--- src/rtl/exu_bjp_unit.sv ---
// exu_bjp_unit: pipelined branch/jump resolution unit for the execute stage.
// Accepts one jump/branch per cycle and resolves its direction and target one
// cycle later. Compares the outcome with the fetch prediction and, on a
// mispredict, raises a redirect request that is held until the IFU acks it.
// Optional feature macro: EXU_BJP_BHT_EN. When defined, a table of 2-bit
// saturating counters is trained here and exposes a combinational lookup
// port to fetch. When undefined, o_lkp_taken is tied low and nothing is trained.
module exu_bjp_unit #(
    parameter int XLEN      = 32,
    parameter int BHT_DEPTH = 16
) (
    input  logic            i_clk,
    input  logic            i_rst_n,
    input  logic            i_valid,
    output logic            o_ready,
    input  logic [7:0]      i_jump_req,
    input  logic [2:0]      i_cmp_res,
    input  logic [XLEN-1:0] i_rs1,
    input  logic [XLEN-1:0] i_imm,
    input  logic [XLEN-1:0] i_pc,
    input  logic            i_pred_taken,
    input  logic [XLEN-1:0] i_pred_addr,
    output logic            o_res_valid,
    output logic            o_jump_en,
    output logic [XLEN-1:0] o_jump_addr,
    output logic [XLEN-1:0] o_link_addr,
    output logic            o_misalign,
    output logic            o_flush_req,
    output logic [XLEN-1:0] o_flush_addr,
    input  logic            i_flush_ack,
    input  logic [XLEN-1:0] i_lkp_pc,
    output logic            o_lkp_taken
);

    localparam int IDX_W = $clog2(BHT_DEPTH);

    typedef enum logic {
        ST_RUN   = 1'b0,
        ST_FLUSH = 1'b1
    } state_t;

    state_t state_q;
    state_t state_d;

    // ------------------------------------------------------------------
    // Request decode
    // ------------------------------------------------------------------
    logic is_jal, is_jalr, is_beq, is_bne, is_blt, is_bge, is_bltu, is_bgeu;
    logic cmp_slt, cmp_sltu, cmp_eq;
    logic has_req;
    logic is_cond;

    assign {is_jal, is_jalr, is_beq, is_bne, is_blt, is_bge, is_bltu, is_bgeu} = i_jump_req;
    assign {cmp_slt, cmp_sltu, cmp_eq} = i_cmp_res;
    assign has_req = |i_jump_req;
    assign is_cond = |i_jump_req[5:0];

    // ------------------------------------------------------------------
    // Resolution datapath (evaluated on the request, registered on accept)
    // ------------------------------------------------------------------
    logic            taken_c;
    logic [XLEN-1:0] base_c;
    logic [XLEN-1:0] sum_c;
    logic [XLEN-1:0] target_c;
    logic [XLEN-1:0] link_c;
    logic            misalign_c;
    logic            mispredict_c;
    logic [XLEN-1:0] redirect_c;
    logic            accept;

    assign taken_c = is_jal | is_jalr
                   | (is_beq  &  cmp_eq)   | (is_bne  & ~cmp_eq)
                   | (is_blt  &  cmp_slt)  | (is_bge  & ~cmp_slt)
                   | (is_bltu &  cmp_sltu) | (is_bgeu & ~cmp_sltu);

    // jalr adds to rs1 and drops bit 0; everything else is pc-relative.
    assign base_c   = is_jalr ? i_rs1 : i_pc;
    assign sum_c    = base_c + i_imm;
    assign target_c = is_jalr ? {sum_c[XLEN-1:1], 1'b0} : sum_c;
    assign link_c   = i_pc + XLEN'(4);

    // A taken target with bit 1 set belongs to the trap path, not to us.
    assign misalign_c = taken_c & target_c[1];

    // An empty request is a plain fall-through and is never checked.
    assign mispredict_c = has_req &
                          ((taken_c != i_pred_taken) |
                           (taken_c & (target_c != i_pred_addr)));

    assign redirect_c = taken_c ? target_c : link_c;

    assign o_ready = (state_q == ST_RUN);
    assign accept  = i_valid & o_ready;

    // ------------------------------------------------------------------
    // Result registers: pulse for one cycle, data held until next accept
    // ------------------------------------------------------------------
    logic            res_valid_q;
    logic            jump_en_q;
    logic [XLEN-1:0] jump_addr_q;
    logic [XLEN-1:0] link_addr_q;
    logic            misalign_q;
    logic [XLEN-1:0] flush_addr_q;

    // Capture the resolved outcome of every accepted request.
    // NOTE: sequential state uses non-blocking assignments so every register
    // samples the pre-edge values regardless of statement order.
    always_ff @(posedge i_clk or negedge i_rst_n) begin
        if (!i_rst_n) begin
            res_valid_q  <= 1'b0;
            jump_en_q    <= 1'b0;
            jump_addr_q  <= '0;
            link_addr_q  <= '0;
            misalign_q   <= 1'b0;
            flush_addr_q <= '0;
        end else begin
            res_valid_q <= accept;
            if (accept) begin
                jump_en_q    <= taken_c;
                jump_addr_q  <= target_c;
                link_addr_q  <= link_c;
                misalign_q   <= misalign_c;
                flush_addr_q <= redirect_c;
            end
        end
    end

    assign o_res_valid  = res_valid_q;
    assign o_jump_en    = jump_en_q;
    assign o_jump_addr  = jump_addr_q;
    assign o_link_addr  = link_addr_q;
    assign o_misalign   = misalign_q;
    // No request is accepted while flushing, so the redirect PC stays put.
    assign o_flush_addr = flush_addr_q;

    // ------------------------------------------------------------------
    // Redirect FSM
    // ------------------------------------------------------------------

    // State register.
    always_ff @(posedge i_clk or negedge i_rst_n) begin
        if (!i_rst_n) begin
            state_q <= ST_RUN;
        end else begin
            state_q <= state_d;
        end
    end

    // Next-state: enter FLUSH on a clean mispredict, leave on the IFU ack.
    // NOTE: state_d gets a default before the case so no path infers a latch.
    always_comb begin
        state_d = state_q;
        unique case (state_q)
            ST_RUN: begin
                if (accept && mispredict_c && !misalign_c) begin
                    state_d = ST_FLUSH;
                end
            end
            ST_FLUSH: begin
                if (i_flush_ack) begin
                    state_d = ST_RUN;
                end
            end
            default: state_d = ST_RUN;
        endcase
    end

    assign o_flush_req = (state_q == ST_FLUSH);

    // ------------------------------------------------------------------
    // Branch history table
    // ------------------------------------------------------------------
`ifdef EXU_BJP_BHT_EN
    logic [1:0]       bht_q [BHT_DEPTH];
    logic             upd_valid_q;
    logic             upd_taken_q;
    logic [IDX_W-1:0] upd_idx_q;
    logic             lkp_unused;

    // Schedule a training update for the resolution cycle of a conditional
    // branch; misaligned taken branches are left to the trap path.
    always_ff @(posedge i_clk or negedge i_rst_n) begin
        if (!i_rst_n) begin
            upd_valid_q <= 1'b0;
            upd_taken_q <= 1'b0;
            upd_idx_q   <= '0;
        end else begin
            upd_valid_q <= accept & is_cond & ~misalign_c;
            if (accept) begin
                upd_taken_q <= taken_c;
                upd_idx_q   <= i_pc[IDX_W+1:2];
            end
        end
    end

    // Saturating counter update at the end of the resolution cycle.
    // NOTE: the counters are reset explicitly because fetch consumes them
    // right after reset and a weakly-not-taken start state is required.
    always_ff @(posedge i_clk or negedge i_rst_n) begin
        if (!i_rst_n) begin
            for (int i = 0; i < BHT_DEPTH; i++) begin
                bht_q[i] <= 2'b01;
            end
        end else if (upd_valid_q) begin
            if (upd_taken_q) begin
                if (bht_q[upd_idx_q] != 2'b11) begin
                    bht_q[upd_idx_q] <= bht_q[upd_idx_q] + 2'b01;
                end
            end else begin
                if (bht_q[upd_idx_q] != 2'b00) begin
                    bht_q[upd_idx_q] <= bht_q[upd_idx_q] - 2'b01;
                end
            end
        end
    end

    // Lookup reads the registered table, so a same-cycle update is not visible.
    assign o_lkp_taken = bht_q[i_lkp_pc[IDX_W+1:2]][1];
    assign lkp_unused  = ^{i_lkp_pc[XLEN-1:IDX_W+2], i_lkp_pc[1:0]};
`else
    logic lkp_unused;

    assign o_lkp_taken = 1'b0;
    assign lkp_unused  = ^i_lkp_pc;
`endif

endmodule

--- config.mk ---
export PLATFORM = sky130hd
export DESIGN_NAME = exu_bjp_unit
export DESIGN_NICKNAME = d
export VERILOG_FILES = /design/src/rtl/exu_bjp_unit.sv
export SDC_FILE = /design/constraint.sdc
export NUM_CORES = 1
export LEC_CHECK = 0
export BUFFER_PORTS_ARGS = -buffer_cell sky130_fd_sc_hd__buf_4
export CELL_PAD_IN_SITES_DETAIL_PLACEMENT = 1
export CELL_PAD_IN_SITES_GLOBAL_PLACEMENT = 2
export CORE_UTILIZATION = 29
export CTS_BUF_LIST = sky130_fd_sc_hd__clkbuf_4 sky130_fd_sc_hd__clkbuf_8
export DETAILED_ROUTE_END_ITERATION = 10
export PLACE_DENSITY_LB_ADDON = 0.05
export SLEW_MARGIN = 20
export SYNTH_ARGS = -nofsm -noshare
export SYNTH_HDL_FRONTEND = slang
export SYNTH_SLANG_ARGS = --single-unit
export TNS_END_PERCENT = 20
--- constraint.sdc ---
create_clock -name i_clk -period 2.1 [get_ports i_clk]
set_clock_uncertainty 0.05 [all_clocks]
set_input_delay 0.21 -clock i_clk [delete_from_list [all_inputs] [get_ports i_clk]]
set_output_delay 0.21 -clock i_clk [all_outputs]
set_load 0.01 [all_outputs]
==> out/metrics.cfg, run 1 <==
[placed_design]
place_congestion = 0.8950
preCtsSetupSlack_ps = -1523
cell_area_after_placement_um2 = 11970
dp_hpwl_um = 30050
port_buffers = 244

[synthesis]
sequential_cell_area_fraction_in_the_yosys_report_pct = 32.67
synth_cell_type_count = 70
synth-seq-cells = 100
most_common_flop_cell_mapped_by_yosys = sky130_fd_sc_hd__dfrtp_1
post_synth_most_frequent_cells = sky130_fd_sc_hd__nand2_1 (180), sky130_fd_sc_hd__dfrtp_1 (100), sky130_fd_sc_hd__o21ai_0 (82), sky130_fd_sc_hd__nor2_1 (76), sky130_fd_sc_hd__a21oi_1 (56)
syn_avg_cell_area_um2 = 8.209
yosysWarnings = 0
yosys-top-cells-area = sky130_fd_sc_hd__dfrtp_1 (33%), sky130_fd_sc_hd__nand2_1 (8.8%), sky130_fd_sc_hd__o21ai_0 (5.4%)
syn-cell-area_um2 = 7659
synth.most_common_cell = sky130_fd_sc_hd__nand2_1
synth_top_area_cell = sky130_fd_sc_hd__dfrtp_1
synthCells = 933
synth_edf_count = 0
synth_top_area_share_pct = 32.67
synth_async_sr_flop_share_pct = 100.0
syn_nets = 1142

[pwr]
total_leakage_power_nw = 6.303
power_per_cell_area_nw_per_um2 = 762.2
vdd_drop_max_mv = 0.4083

[worst_hold_path]
path_category_of_the_worst_min_delay_check = input port to register
hp-start = i_pc[0]

[finish]
postLayoutCoreUtil_pct = 51.84
total_non_filler_cell_area_in_the_finished_layout_um2 = 13470
nNetsFinal = 1633
num-fill-cells = 3051
share_of_layout_cells_above_drive_strength_1_pct = 51.40
area_growth_syn_to_layout_pct = 75.89
n_antenna_cell = 0

[global_route]
pin_count_of_the_biggest_net_entering_global_routing = 128
wire_length_of_the_first_global_routing_pass_um = 54620
via_count_of_the_first_global_routing_pass = 9194
gr-total-overflow = 0
grtUsageTotal_pct = 27.25
grt_antenna_before_repair = 0

[clocking]
max-clock-path-buffers = 2
skew_pair_late_insertion_delay_ps = 360
clock_transition_at_the_register_clock_pins_on_the_worst_setup_and_hold_paths_after_cts_ps = 110
numCtsBuffers = 9
cts_htree_levels = 3
numClockSinks = 100
cts_tree = built
clock-root-buffer = sky130_fd_sc_hd__clkbuf_8

[timing]
timing_worst_slew_pin_value_ps = 525.3
fmax_mhz = 338.3
slew-limit-headroom_pct = 64.68
worst_hold_slack_ps = 122.4
rsz0062_at_grt = true
report.final.setup_viol = 52
timing.final.crit_period_ps = 2956
final_critical_path_setup_slack_ps = -856.4
hold_viol = 0
min_period_over_period_pct = 140.8
report.final.slew_viol_count = 0

[floorplan]
row_count = 59
die_width_um = 164.5
floorplan.core_area_um2 = 25980
number_of_top_level_pins = 278
initial_util_pct = 29.47
die_area_um2 = 27060
die_h_um = 164.5

[route]
num_vias = 8874
routed_wirelength_um = 37050
drtIter0Drc = 440
routedWlPerCell_um = 21.01
route.detailed.drc = 0
drt_antenna_net_count = 0
drt_first_pass_iters = 4
via_per_inst = 5.033

[status]
status = finished with violations
violations = negative setup slack

[worst_setup_path]
regToRegStartpoint = o_flush_req$_DFF_PN0_
critical_path_class = input port to register
critPathRequiredTime_ps = 2300
cp-start-kind = input port
setup.worst_path.start = i_jump_req[6]
cp_endpoint_kind = register
timing.critical_path.arrival_ps = 3150
worst-path-max-fanout = 5

[flow_run]
maxCapViolCount = 0

routing by layer:
metal	wire, um	vias up	GRT usage [%]
li1	-	4288	-
met1	17450	4312	37.73
met2	17200	217	44.38
met3	1288	57	2.813
met4	1113	0	8.590
met5	0	-	0
placed cells by master, fill, tap and decap left out, drive strengths merged, types with 11 or more instances in the layout:
| cell | n |
|---|---|
| a211oi | 11 |
| a21o | 12 |
| a21oi | 59 |
| and3 | 15 |
| buf | 533 |
| dfrtp | 100 |
| ha | 32 |
| inv | 20 |
| mux2 | 35 |
| nand2 | 180 |
| nand3 | 23 |
| nand4 | 18 |
| nor2 | 76 |
| nor3 | 16 |
| o21ai | 86 |
| o31ai | 11 |
| xnor2 | 41 |
| xor2 | 40 |
path summary, 6_finish.rpt:
kind / depth (start not counted) / end / slack, ps
worst min register to register: 2 / o_jump_addr[17]$_DFFE_PN0P_ / 440
worst max register to register: 8 / o_flush_req$_DFF_PN0_ / -70
max in group asynchronous: 3 / o_flush_addr[8]$_DFFE_PN0P_ / 1030
worst max-delay path: 13 / o_flush_req$_DFF_PN0_ / -860
worst min-delay path: 4 / o_link_addr[0]$_DFFE_PN0P_ / 120
min in group asynchronous: 2 / o_link_addr[1]$_DFFE_PN0P_ / 280
cells by family (layout without fill, tap and decap cells):
kind of cell,Yosys count,in the layout,synth area share (%)
adders and majority gates,33,33,5.489
and+or+nand+nor,357,357,20.55
DFF,100,100,32.67
xor gates and xnor gates,87,87,11.08
other,1,1,0.04896
muxes,45,45,6.453
buffers and inverters,70,565,3.839
AOI/OAI and AO/OA,240,240,19.87
power by group:
group	internal [mW]	switching (mW)	total, mW
clock	0.447	0.734	1.18
combinational	3.10	2.98	6.08
sequential	2.55	0.453	3.01
worst max-delay path, stage by stage:
cell	delay, ps
sky130_fd_sc_hd__buf_12	120
sky130_fd_sc_hd__mux2_4	310
sky130_fd_sc_hd__ha_4	180
sky130_fd_sc_hd__fa_2	420
sky130_fd_sc_hd__a21o_1	200
sky130_fd_sc_hd__a311oi_2	390
sky130_fd_sc_hd__o21a_2	240
sky130_fd_sc_hd__xnor2_4	80
sky130_fd_sc_hd__xor2_1	150
sky130_fd_sc_hd__a311o_1	270
sky130_fd_sc_hd__nand4b_1	200
sky130_fd_sc_hd__nor4_2	270
sky130_fd_sc_hd__a31oi_1	110
area by class of cell:
type	instances	area [um2]	area share [%]
multi-input cells	763	6081	45.14
clock buffers	9	123.9	0.9196
well taps	335	419.2	3.112
inverters	16	60.06	0.4458
clock inverters	6	52.55	0.3901
repair buffers	534	4232	31.41
flip-flops and latches	100	2502	18.58
what timing repair did:
item                                    CTS  global route
buffers inserted                         19            10
gates cloned                              1             0
hold buffers                              1             0
resized for setup                       158            65
hold endpoints to repair                 34             0
endpoints found under the setup margin   56            57
pin swaps                                65            50
flip-flops by register name, indices dropped and copies added, names as in the netlist:
name          flops
o_res_valid       1
o_jump_addr      32
o_link_addr      32
o_flush_req       1
o_jump_en         1
o_flush_addr     32
o_misalign        1
per-stage QoR:
| stage | total power, mW | instances | TNS [ps] |
|---|---|---|---|
| after global placement | 8.254 | 1726 | -54440 |
| final | 10.27 | 1763 | -19900 |
| after floorplan | 5.217 | 933 | -23870 |
| after CTS | 10.07 | 1760 | -19470 |
| after detailed placement | 8.350 | 1726 | -56450 |
| after global routing | 10.93 | 1763 | -23420 |
Note: power is estimated with default switching activity, not from simulation.
==> inputs of run 2 (changes only) <==
==> constraint.sdc (replaced) <==
create_clock -name i_clk -period 2.88 [get_ports i_clk]
set_clock_uncertainty 0.05 [all_clocks]
set_input_delay 0.288 -clock i_clk [delete_from_list [all_inputs] [get_ports i_clk]]
set_output_delay 0.288 -clock i_clk [all_outputs]
set_load 0.01 [all_outputs]
==> run 2 against run 1 <==
Compared with the run above: the flow still finishes with violations (negative setup slack); worst setup slack better by 670 ps; design area is 7.0% lower; clock power is 9% lower; die area stayed put; sequential cell count stayed put; critical path type unchanged.
==> out/metrics.cfg, run 2 (synthesis gave the netlist of run 1 again) <==
[worst_setup_path]
worst_r2r_path_depth = 9  ; +1
cp-start-kind = input port
critical_path_class = input port to register
worst-r2r-setup-slack_ps = 470  ; +540 ps
endpoint = o_flush_req$_DFF_PN0_
cp_endpoint_kind = register
setup.worst_path.start = i_jump_req[6]
r2r-end = o_flush_req$_DFF_PN0_
critPathRequiredTime_ps = 3060  ; +760 ps
slowest_library_cell_on_the_worst_path = sky130_fd_sc_hd__mux2_4
timing.critical_path.arrival_ps = 3240  ; +90 ps
path_cells = buf_12 > buf_12 > mux2_4 > ha_4 > o211ai_1 > o211ai_1 > buf_4 > a21oi_4 > buf_6 > xor2_4 > xnor2_1 > nor3_2 > nand4b_1 > nor4_2 > a31oi_1
regToRegStartpoint = o_flush_req$_DFF_PN0_
critical_path.max_stage_delay_ps = 320  ; -100 ps
worst-path-max-fanout = 15  ; +10

[clocking]
clock_transition_at_the_register_clock_pins_on_the_worst_setup_and_hold_paths_after_cts_ps = 110  ; about the same
cts_tree = built
numCtsBuffers = 9  ; unchanged
cts_htree_levels = 3  ; unchanged
skew_pair_late_insertion_delay_ps = 360  ; about the same
clock-root-buffer = sky130_fd_sc_hd__clkbuf_8
max-clock-path-buffers = 2  ; unchanged
numClockSinks = 100  ; unchanged

[route]
drtIter0Drc = 591  ; +34%
via_per_inst = 4.994  ; -0.79%
drt_first_pass_iters = 4  ; unchanged
route.detailed.drc = 0  ; unchanged
drt_antenna_net_count = 0  ; unchanged
routedWlPerCell_um = 20.47  ; -2.6%
num_vias = 8544  ; -3.7%
routed_wirelength_um = 35020  ; -5.5%

[floorplan]
die_h_um = 164.5  ; unchanged
number_of_top_level_pins = 278  ; unchanged
die_area_um2 = 27060  ; unchanged
row_count = 59  ; unchanged
initial_util_pct = 29.47  ; unchanged
floorplan.core_area_um2 = 25980  ; unchanged
die_width_um = 164.5  ; unchanged

[global_route]
met1_usage_pct = 36.69  ; -1.0 points
met3_usage_pct = 2.059  ; -0.75 points
met2_usage_pct = 41.00  ; -3.4 points
gr-total-overflow = 0  ; unchanged
wire_length_of_the_first_global_routing_pass_um = 51120  ; -6.4%
via_count_of_the_first_global_routing_pass = 8581  ; -6.7%
grtUsageTotal_pct = 25.51  ; -1.7 points
grt-busiest-layer = met2
grt_antenna_before_repair = 0  ; unchanged
pin_count_of_the_biggest_net_entering_global_routing = 153  ; +20%

[timing]
min_period_over_period_pct = 106.5
report.final.setup_viol = 6  ; -88%
rsz0062_at_grt = true
timing.final.crit_period_ps = 3067
final_critical_path_setup_slack_ps = -186.6  ; +669.8 ps
report.final.slew_viol_count = 0  ; unchanged
hold_viol = 0  ; unchanged
slew-limit-headroom_pct = 56.96  ; -7.7 points
worst_hold_slack_ps = 190.3  ; +67.92 ps
fmax_mhz = 326.1
fin_setup_tns_ps = -341.1  ; +19,560 ps
timing_worst_slew_pin_value_ps = 644.8  ; +119.6 ps

[status]
status = finished with violations
violations = negative setup slack

[placed_design]
place_congestion = 0.8998  ; +0.54%
port_buffers = 244  ; unchanged
cell_area_after_placement_um2 = 11550  ; -3.5%
dp_hpwl_um = 29340  ; -2.3%

[finish]
layout_commonest_cell = sky130_fd_sc_hd__buf_4
total_non_filler_cell_area_in_the_finished_layout_um2 = 12530  ; -7.0%
area_growth_syn_to_layout_pct = 63.65
nNetsFinal = 1581  ; -3.2%
share_of_layout_cells_above_drive_strength_1_pct = 45.71  ; -5.7 points
postLayoutCoreUtil_pct = 48.23  ; -3.6 points
n_antenna_cell = 0  ; unchanged
layout.cells.most_common_list = sky130_fd_sc_hd__buf_4 (470), sky130_fd_sc_hd__nand2_1 (176), sky130_fd_sc_hd__dfrtp_1 (100)

[pwr]
vdd_drop_max_mv = 0.3324  ; -19%
total_power_mw = 7.286  ; -29%
total_leakage_power_nw = 5.905  ; -6.3%
power_per_cell_area_nw_per_um2 = 581.3  ; -24%

[worst_hold_path]
path_category_of_the_worst_min_delay_check = input port to register

[flow_run]
maxCapViolCount = 0  ; unchanged

## run 2: changes by cell type in the layout (fill, tap and decap cells not counted), moves of 6 or more
cell	change
sky130_fd_sc_hd__nand2_1	+11
sky130_fd_sc_hd__o21ai_0	+26
sky130_fd_sc_hd__nand2_2	-7
sky130_fd_sc_hd__mux2_4	-6
sky130_fd_sc_hd__nor2_1	+7
sky130_fd_sc_hd__a21oi_2	-8
sky130_fd_sc_hd__o21ai_2	-9
sky130_fd_sc_hd__a21oi_4	-7
sky130_fd_sc_hd__buf_4	-28
sky130_fd_sc_hd__mux2_2	+6
sky130_fd_sc_hd__a21oi_1	+15
sky130_fd_sc_hd__buf_6	-19
sky130_fd_sc_hd__o21ai_1	-17
## run 2: worst min path at each step
| stage | from | depth (start not counted) | to |
|---|---|---|---|
| 2_1_floorplan | i_rst_n | 0 | o_flush_addr[0]$_DFFE_PN0P_ |
| 3_3_place_gp | i_rst_n | 1 | o_link_addr[0]$_DFFE_PN0P_ |
| 3_5_place_dp | i_rst_n | 1 | o_flush_addr[7]$_DFFE_PN0P_ |
| 4_1_cts | i_pc[1] | 4 | o_link_addr[1]$_DFFE_PN0P_ |
| 5_1_grt | i_pc[0] | 4 | o_link_addr[0]$_DFFE_PN0P_ |
| 6_report | i_pc[1] | 4 | o_link_addr[1]$_DFFE_PN0P_ |
## run 2: report_power, final
part / internal [mW] / total, mW / switching [mW]
logic: 2.04 / 4.03 / 1.99
registers: 1.86 / 2.18 / 0.319
clock network: 0.574 / 1.07 / 0.498
## run 2: stage by stage
| step | worst slack, ps | std cells |
|---|---|---|
| 2_1_floorplan | -237.5 | 933 |
| 3_3_place_gp | -806.2 | 1680 |
| 3_5_place_dp | -866.9 | 1680 |
| 4_1_cts | -149.2 | 1703 |
| 5_1_grt | -224.7 | 1711 |
| 6_report | -186.6 | 1711 |
## run 2: final cells by class
| class | count | area (um2) |
|---|---|---|
| fill | 3066 | 13450 |
| multi-input combinational | 763 | 5599 |
| timing repair buffer | 482 | 3715 |
| sequential | 100 | 2502 |
| tap | 335 | 419.2 |
| clock buffer | 9 | 123.9 |
| clock inverter | 6 | 113.9 |
| inverter | 16 | 60.06 |
## run 2: layer usage
layer	routed length, um	up-vias
li1	-	4171
met1	16990	4129
met2	16030	201
met3	1202	43
met4	798	0
met5	0	-
## run 2: worst max-delay path: cells and delay by family
kind / cells / cell delay, ps
and+or+nand+nor: 3 / 620
adders and majority gates: 1 / 260
muxes: 1 / 320
AOI/OAI and AO/OA: 4 / 870
xor gates and xnor gates: 2 / 270
buffers and inverters: 4 / 600
## run 2: what timing repair did
item / 4_1_cts / 5_1_grt
buffers inserted: 7 / 8
gates resized for setup: 47 / 52
pin swaps: 23 / 30
endpoints found under the hold margin: 29 / 0
endpoints found under the setup margin: 24 / 20
hold buffers: 1 / 0
